<file path="src/rtl/alu_pkg.sv">
`default_nettype none
// ============================================================================
// Module   : alu_pkg
// Purpose  : Shared constants for the 32-bit ripple ALU: control codes,
//            datapath width, per-slice mux select codes and a helper that
//            recognises defined control codes.
// Revision : 1.0 - initial release
// ============================================================================
package alu_pkg;

  localparam int ALU_W = 32;

  // Operation codes presented on the ALU control input
  localparam logic [2:0] ALU_AND = 3'b000;
  localparam logic [2:0] ALU_OR  = 3'b001;
  localparam logic [2:0] ALU_ADD = 3'b010;
  localparam logic [2:0] ALU_SUB = 3'b110;
  localparam logic [2:0] ALU_SLT = 3'b111;

  // Per-slice result mux selects (taken from control[1:0])
  localparam logic [1:0] OP_AND  = 2'b00;
  localparam logic [1:0] OP_OR   = 2'b01;
  localparam logic [1:0] OP_ADD  = 2'b10;
  localparam logic [1:0] OP_LESS = 2'b11;

  // True for the five defined operations; reserved codes return 0
  function automatic logic alu_ctrl_valid(input logic [2:0] ctrl);
    logic v;
    v = 1'b0;
    case (ctrl)
      ALU_AND, ALU_OR, ALU_ADD, ALU_SUB, ALU_SLT: v = 1'b1;
      default:                                   v = 1'b0;
    endcase
    return v;
  endfunction

endpackage
`default_nettype wire

</file>
<file path="src/rtl/alu_bit_slice.sv">
`default_nettype none
// ============================================================================
// Module   : alu_bit_slice
// Purpose  : One bit of the ripple ALU. Full adder on (a, b ^ binvert) plus
//            a 4:1 result mux selecting AND / OR / adder sum / less.
// Ports    : a, b        - operand bits
//            carryin     - carry from the next-lower slice
//            binvert     - invert b (subtract / compare)
//            less        - value placed on result for the set-less-than op
//            op[1:0]     - result mux select
//            result      - selected result bit
//            carryout    - carry to the next-higher slice
//            set         - raw adder sum bit (used from the MSB slice)
// Revision : 1.0 - initial release
// ============================================================================
module alu_bit_slice
  import alu_pkg::*;
(
  input  logic       a,
  input  logic       b,
  input  logic       carryin,
  input  logic       binvert,
  input  logic       less,
  input  logic [1:0] op,
  output logic       result,
  output logic       carryout,
  output logic       set
);

  logic w_b;
  logic w_sum;

  assign w_b      = b ^ binvert;
  assign w_sum    = a ^ w_b ^ carryin;
  assign carryout = (a & w_b) | (carryin & (a ^ w_b));
  assign set      = w_sum;

  always_comb begin
    result = 1'b0;
    case (op)
      OP_AND:  result = a & w_b;
      OP_OR:   result = a | w_b;
      OP_ADD:  result = w_sum;
      OP_LESS: result = less;
      default: result = 1'b0;
    endcase
  end

endmodule
`default_nettype wire

</file>
<file path="src/rtl/alu.sv">
`default_nettype none
// ============================================================================
// Module   : alu
// Purpose  : 32-bit integer ALU (AND, OR, ADD, SUB, signed SLT) built from a
//            ripple chain of 1-bit slices. All results and flags are
//            registered: one clock of latency, one operation per clock.
// Ports    : clk       - rising-edge clock
//            rst_n     - asynchronous active-low reset (clears all outputs)
//            dataA     - operand A
//            dataB     - operand B
//            control   - 000 AND, 001 OR, 010 ADD, 110 SUB, 111 SLT
//            sum       - registered result
//            slt       - registered signed A<B (SLT only)
//            cout      - registered carry-out of bit 31 (ADD/SUB/SLT)
//            overflow  - registered signed overflow (ADD/SUB)
//            zero      - registered result==0 flag
// Revision : 1.0 - initial release
// ============================================================================
module alu
  import alu_pkg::*;
(
  input  logic             clk,
  input  logic             rst_n,
  input  logic [ALU_W-1:0] dataA,
  input  logic [ALU_W-1:0] dataB,
  input  logic [2:0]       control,
  output logic [ALU_W-1:0] sum,
  output logic             slt,
  output logic             cout,
  output logic             overflow,
  output logic             zero
);

  logic             w_binvert;
  logic [1:0]       w_op;
  // Carry chain kept as an unpacked array so each link is its own net
  logic             w_carry [0:ALU_W];
  logic [ALU_W-1:0] w_result;
  logic             w_set_msb;
  logic [ALU_W-2:0] w_unused_set;
  logic             w_ovf_raw;
  logic             w_less;

  logic [ALU_W-1:0] w_sum_next;
  logic             w_slt_next;
  logic             w_cout_next;
  logic             w_ovf_next;
  logic             w_zero_next;

  logic [ALU_W-1:0] r_sum;
  logic             r_slt;
  logic             r_cout;
  logic             r_overflow;
  logic             r_zero;

  assign w_binvert  = control[2];
  assign w_op       = control[1:0];
  assign w_carry[0] = w_binvert;

  generate
    for (genvar i = 0; i < ALU_W; i++) begin : g_slice
      if (i == 0) begin : g_lsb
        alu_bit_slice u_slice (
          .a        (dataA[i]),
          .b        (dataB[i]),
          .carryin  (w_carry[i]),
          .binvert  (w_binvert),
          .less     (w_less),
          .op       (w_op),
          .result   (w_result[i]),
          .carryout (w_carry[i+1]),
          .set      (w_unused_set[i])
        );
      end else if (i == ALU_W - 1) begin : g_msb
        alu_bit_slice u_slice (
          .a        (dataA[i]),
          .b        (dataB[i]),
          .carryin  (w_carry[i]),
          .binvert  (w_binvert),
          .less     (1'b0),
          .op       (w_op),
          .result   (w_result[i]),
          .carryout (w_carry[i+1]),
          .set      (w_set_msb)
        );
      end else begin : g_mid
        alu_bit_slice u_slice (
          .a        (dataA[i]),
          .b        (dataB[i]),
          .carryin  (w_carry[i]),
          .binvert  (w_binvert),
          .less     (1'b0),
          .op       (w_op),
          .result   (w_result[i]),
          .carryout (w_carry[i+1]),
          .set      (w_unused_set[i])
        );
      end
    end
  endgenerate

  // Signed overflow: carry into MSB differs from carry out of MSB.
  // XOR-ing it into the sign bit makes the compare correct even when the
  // subtraction itself overflows.
  assign w_ovf_raw = w_carry[ALU_W-1] ^ w_carry[ALU_W];
  assign w_less    = w_set_msb ^ w_ovf_raw;

  // Reserved codes would otherwise leak slice results (e.g. 100 = A & ~B),
  // so the result is masked to zero for anything undefined.
  always_comb begin
    w_sum_next  = '0;
    w_slt_next  = 1'b0;
    w_cout_next = 1'b0;
    w_ovf_next  = 1'b0;
    if (alu_ctrl_valid(control)) begin
      w_sum_next = w_result;
    end
    if (control == ALU_SLT) begin
      w_slt_next = w_less;
    end
    if ((control == ALU_ADD) || (control == ALU_SUB) || (control == ALU_SLT)) begin
      w_cout_next = w_carry[ALU_W];
    end
    if ((control == ALU_ADD) || (control == ALU_SUB)) begin
      w_ovf_next = w_ovf_raw;
    end
    w_zero_next = (w_sum_next == '0);
  end

  always_ff @(posedge clk or negedge rst_n) begin
    if (!rst_n) begin
      r_sum      <= '0;
      r_slt      <= 1'b0;
      r_cout     <= 1'b0;
      r_overflow <= 1'b0;
      r_zero     <= 1'b0;
    end else begin
      r_sum      <= w_sum_next;
      r_slt      <= w_slt_next;
      r_cout     <= w_cout_next;
      r_overflow <= w_ovf_next;
      r_zero     <= w_zero_next;
    end
  end

  assign sum      = r_sum;
  assign slt      = r_slt;
  assign cout     = r_cout;
  assign overflow = r_overflow;
  assign zero     = r_zero;

endmodule
`default_nettype wire

</file>
<file path="config.mk">
export PLATFORM = sky130hd
export DESIGN_NAME = alu
export DESIGN_NICKNAME = d
export VERILOG_FILES = /design/src/rtl/alu_pkg.sv /design/src/rtl/alu_bit_slice.sv /design/src/rtl/alu.sv
export SDC_FILE = /design/constraint.sdc
export NUM_CORES = 1
export LEC_CHECK = 0
export ABC_CLOCK_PERIOD_IN_PS = 800
export BUFFER_PORTS_ARGS = -buffer_cell sky130_fd_sc_hd__buf_4
export CAP_MARGIN = 20
export CELL_PAD_IN_SITES_DETAIL_PLACEMENT = 0
export CELL_PAD_IN_SITES_GLOBAL_PLACEMENT = 1
export CORE_ASPECT_RATIO = 0.9
export CORE_MARGIN = 3
export CORE_UTILIZATION = 29
export DETAILED_ROUTE_END_ITERATION = 16
export GPL_TIMING_DRIVEN = 0
export PLACE_DENSITY = 0.59
export SLEW_MARGIN = 25
export SYNTH_ARGS = -nofsm -noshare
export SYNTH_HDL_FRONTEND = slang
export SYNTH_SLANG_ARGS = --single-unit
</file>
<file path="constraint.sdc">
create_clock -name clk -period 0.8 [get_ports clk]
set_input_delay 0.08 -clock clk [delete_from_list [all_inputs] [get_ports clk]]
set_output_delay 0.08 -clock clk [all_outputs]
set_load 0.02 [all_outputs]
</file>
==> results.md <==
* Share of cells above drive strength 1 at 36.55%
* Final hold violations at 0
* Maxcap violations at 0
* Most numerous cell in the Yosys netlist: inv_1
* Post-Synth Simple-Gate Area at 3.652%
* Register area share after synthesis at 23.27%
* Post-synth top cells: inv_1, ha_1, dfrtp_1
* Failing checks: negative setup slack
* Initial antenna violation count at 0
* Vias in the first global route at 2969
* Synth area leaders: dfrtp_1, ha_1, fa_1, inv_1, mux2i_1
* Power Total at 0.007941 W
* DIE AREA at 14770 µm²
* Final wirelength at 9.868 mm
* CTS tree: built
* Synthesized area per cell at 10.46 µm²
* Ys flop type: dfrtp_1
* CTS buffer count at 5
* Most used cell, CP: fa_2
* Die X at 127.8 µm
* Worst setup SP type: primary input
* CTS sink count at 36
* Slew Limit Fails at 0
* Util after Layout at 41.94%
* Kind of critical path: primary input to flop
* NumNets Final at 651
* GR Util All Layers at 13.77%
* IO buf count at 102
* XOR/XNOR share of the synthesized area at 7.466%
* Mapped cell area at 3871 µm²
* RSZ-0062 raised after global routing: yes
* Worst Path Required at 0.96 ns
* Flop and latch count out of synthesis at 36
* EDFF count, synth at 0
* Highest clock rate at 0.08463 GHz
* Htree depth at 2
* Synthesis-to-finish area growth at 39.56%
* Initial Util at 30.05%
* Clk pin slew, worst setup/hold paths at 0.06 ns
* RD Place Congestion at 0.7388
* Post-synthesis mux area share at 7.757%
* Peak VDD IR at 0.7873 mV
* Status: finished with violations
* Worst-Margin Slew at 0.6596 ns
* Residual DRC at 0
* Number of DRC markers in iteration 0 at 59
* Largest net degree at the start of global routing at 37
* Cell variety after synth at 28
* Crit-path max FO at 4
* Vias/cell at 4.200
* Syn Nets at 535
* Row count at 39
* Die Ht at 115.6 µm
* Worst min-delay path class: primary input to flop
* Post-Synthesis Cells at 370
* CP max stage delay at 0.42 ns
* Vias at 2734
* Placement Cell Area at 4971 µm²
* Antenna-violating nets left at 0
* Synth Warn # at 0
* Post-DP HPWL at 7.996 mm
* DP Worst Slack at -11.72 ns
* Synth Area in Adders at 37.23%
* Cell Pwr Density at 1470 nW/µm²
* CTS Buffer Depth at 2
* Final setup violating endpoints at 72
* Routed len/inst at 15.16 µm
* Core ar. at 12880 µm²
* ANT cells at 0
* Post-synthesis compound-gate area fraction at 7.919%
* Crit-path slowest cell: fa_2
* First-pass iteration count of the detailed router at 4
* CP endpoint kind: flop
* Period utilization at 1477%
* I/O pin cnt at 105
* Root buffer cell: clkbuf_16
* Worst setup slack after layout at -11.02 ns
* GRT overflow at 0
* Leakage at 2.868 nW
* Asr flop ratio synth at 100.0%
* Critical Path AT at 11.98 ns
* Finished Cell Area at 5403 µm²
* Biggest area consumer among synthesized cells: dfrtp_1
* Slew headroom at 56.03%
* First-pass GRT wire length at 15.63 mm
* Main combinational cell family by area after synthesis: adder cells
* Hold Slack at 0.08129 ns
* Top-area cell type share of the netlist area at 23.27%
* Fin crit period at 11.82 ns
[repair_timing]
action                     4_1_cts  5_1_grt
gates resized for setup         44        6
cloned                           0        0
buffers inserted                 6        1
pin swaps                        5        6
hold endpoints to repair        36        0
hold buffers                     1        0
setup endpoints to repair       72       72
[where the power goes]
| group | switching, W | internal, W |
|---|---|---|
| Combinational | 0.00172 | 0.00165 |
| Clock | 0.000742 | 0.00164 |
| Sequential | 0.000134 | 0.00205 |
| Total | 0.00260 | 0.00534 |
[registers in the layout, summed over array words and instances, names as in the netlist]
register,cells
cout,1
overflow,1
slt,1
sum,32
zero,1
[metrics by stage]
stage | setup TNS (ns) | instances
2_1_floorplan | -225.48 | 370
3_3_place_gp | -237.51 | 636
3_5_place_dp | -238.82 | 636
4_1_cts | -229.10 | 651
5_1_grt | -233.83 | 651
6_report | -226.94 | 651
[cells in the final DEF (no fill, tap or decap), drive strengths merged]
| cell type | count |
|---|---|
| a21oi | 2 |
| nor2b | 3 |
| fa | 32 |
| nor3 | 1 |
| nand4 | 1 |
| inv | 98 |
| xor2 | 32 |
| nand2 | 6 |
| a22o | 30 |
| clkbuf | 9 |
| o21ai | 4 |
| nor2 | 3 |
| dfrtp | 36 |
| bufinv | 1 |
| xnor2 | 1 |
| o22ai | 1 |
| nand2b | 1 |
| nor4 | 8 |
| and4 | 1 |
| ha | 64 |
| o211ai | 1 |
| buf | 121 |
| mux2i | 30 |
| dlygate4sd3 | 1 |
[cells by family (layout without fill, tap and decap cells)]
logic type | Yosys count | count (layout)
XOR/XNOR | 33 | 33
AO/OA/AOI/OAI | 38 | 38
flip-flops | 36 | 36
AND/OR/NAND/NOR | 24 | 24
buffers and inverters | 113 | 230
multiplexers | 30 | 30
adder cells (fa/ha/maj) | 96 | 96
[final timing paths]
check                           start  cells past startpoint  slack (ns)       to
setup / recovery           control[2]                     41      -11.02     zero
max in group asynchronous       rst_n                      2        0.15  sum[17]
hold / removal             control[1]                      3        0.08     cout
min in group asynchronous       rst_n                      2        0.31   sum[6]
[cell type report]
| type | count | area [µm²] |
|---|---|---|
| sequential | 36 | 900.9 |
| tap | 164 | 205.2 |
| clock buffer | 7 | 152.6 |
| fill | 1287 | 7480 |
| timing repair buffer | 109 | 959.7 |
| buffer | 15 | 151.4 |
| clock inverter | 1 | 30.03 |
| inverter | 98 | 367.9 |
| multi-input combinational | 221 | 2635 |
[layer usage]
metal | part of all wire (%) | GRT usage (%) | up-vias
met4 | 0 | 1.485 | 0
met5 | 0 | 0 | -
met1 | 46 | 18.14 | 1306
met2 | 49 | 24.01 | 69
li1 | - | - | 1359
met3 | 5.5 | 3.180 | 0
[worst max-delay path: cells and delay by family]
kind                     cells  cell delay, ns
AO/OA/AOI/OAI                1            0.16
adder cells (fa/ha/maj)     31           10.91
AND/OR/NAND/NOR              3            0.22
buffers and inverters        5            0.42
XOR/XNOR                     1            0.18
Note: power is estimated with default switching activity, not from simulation.
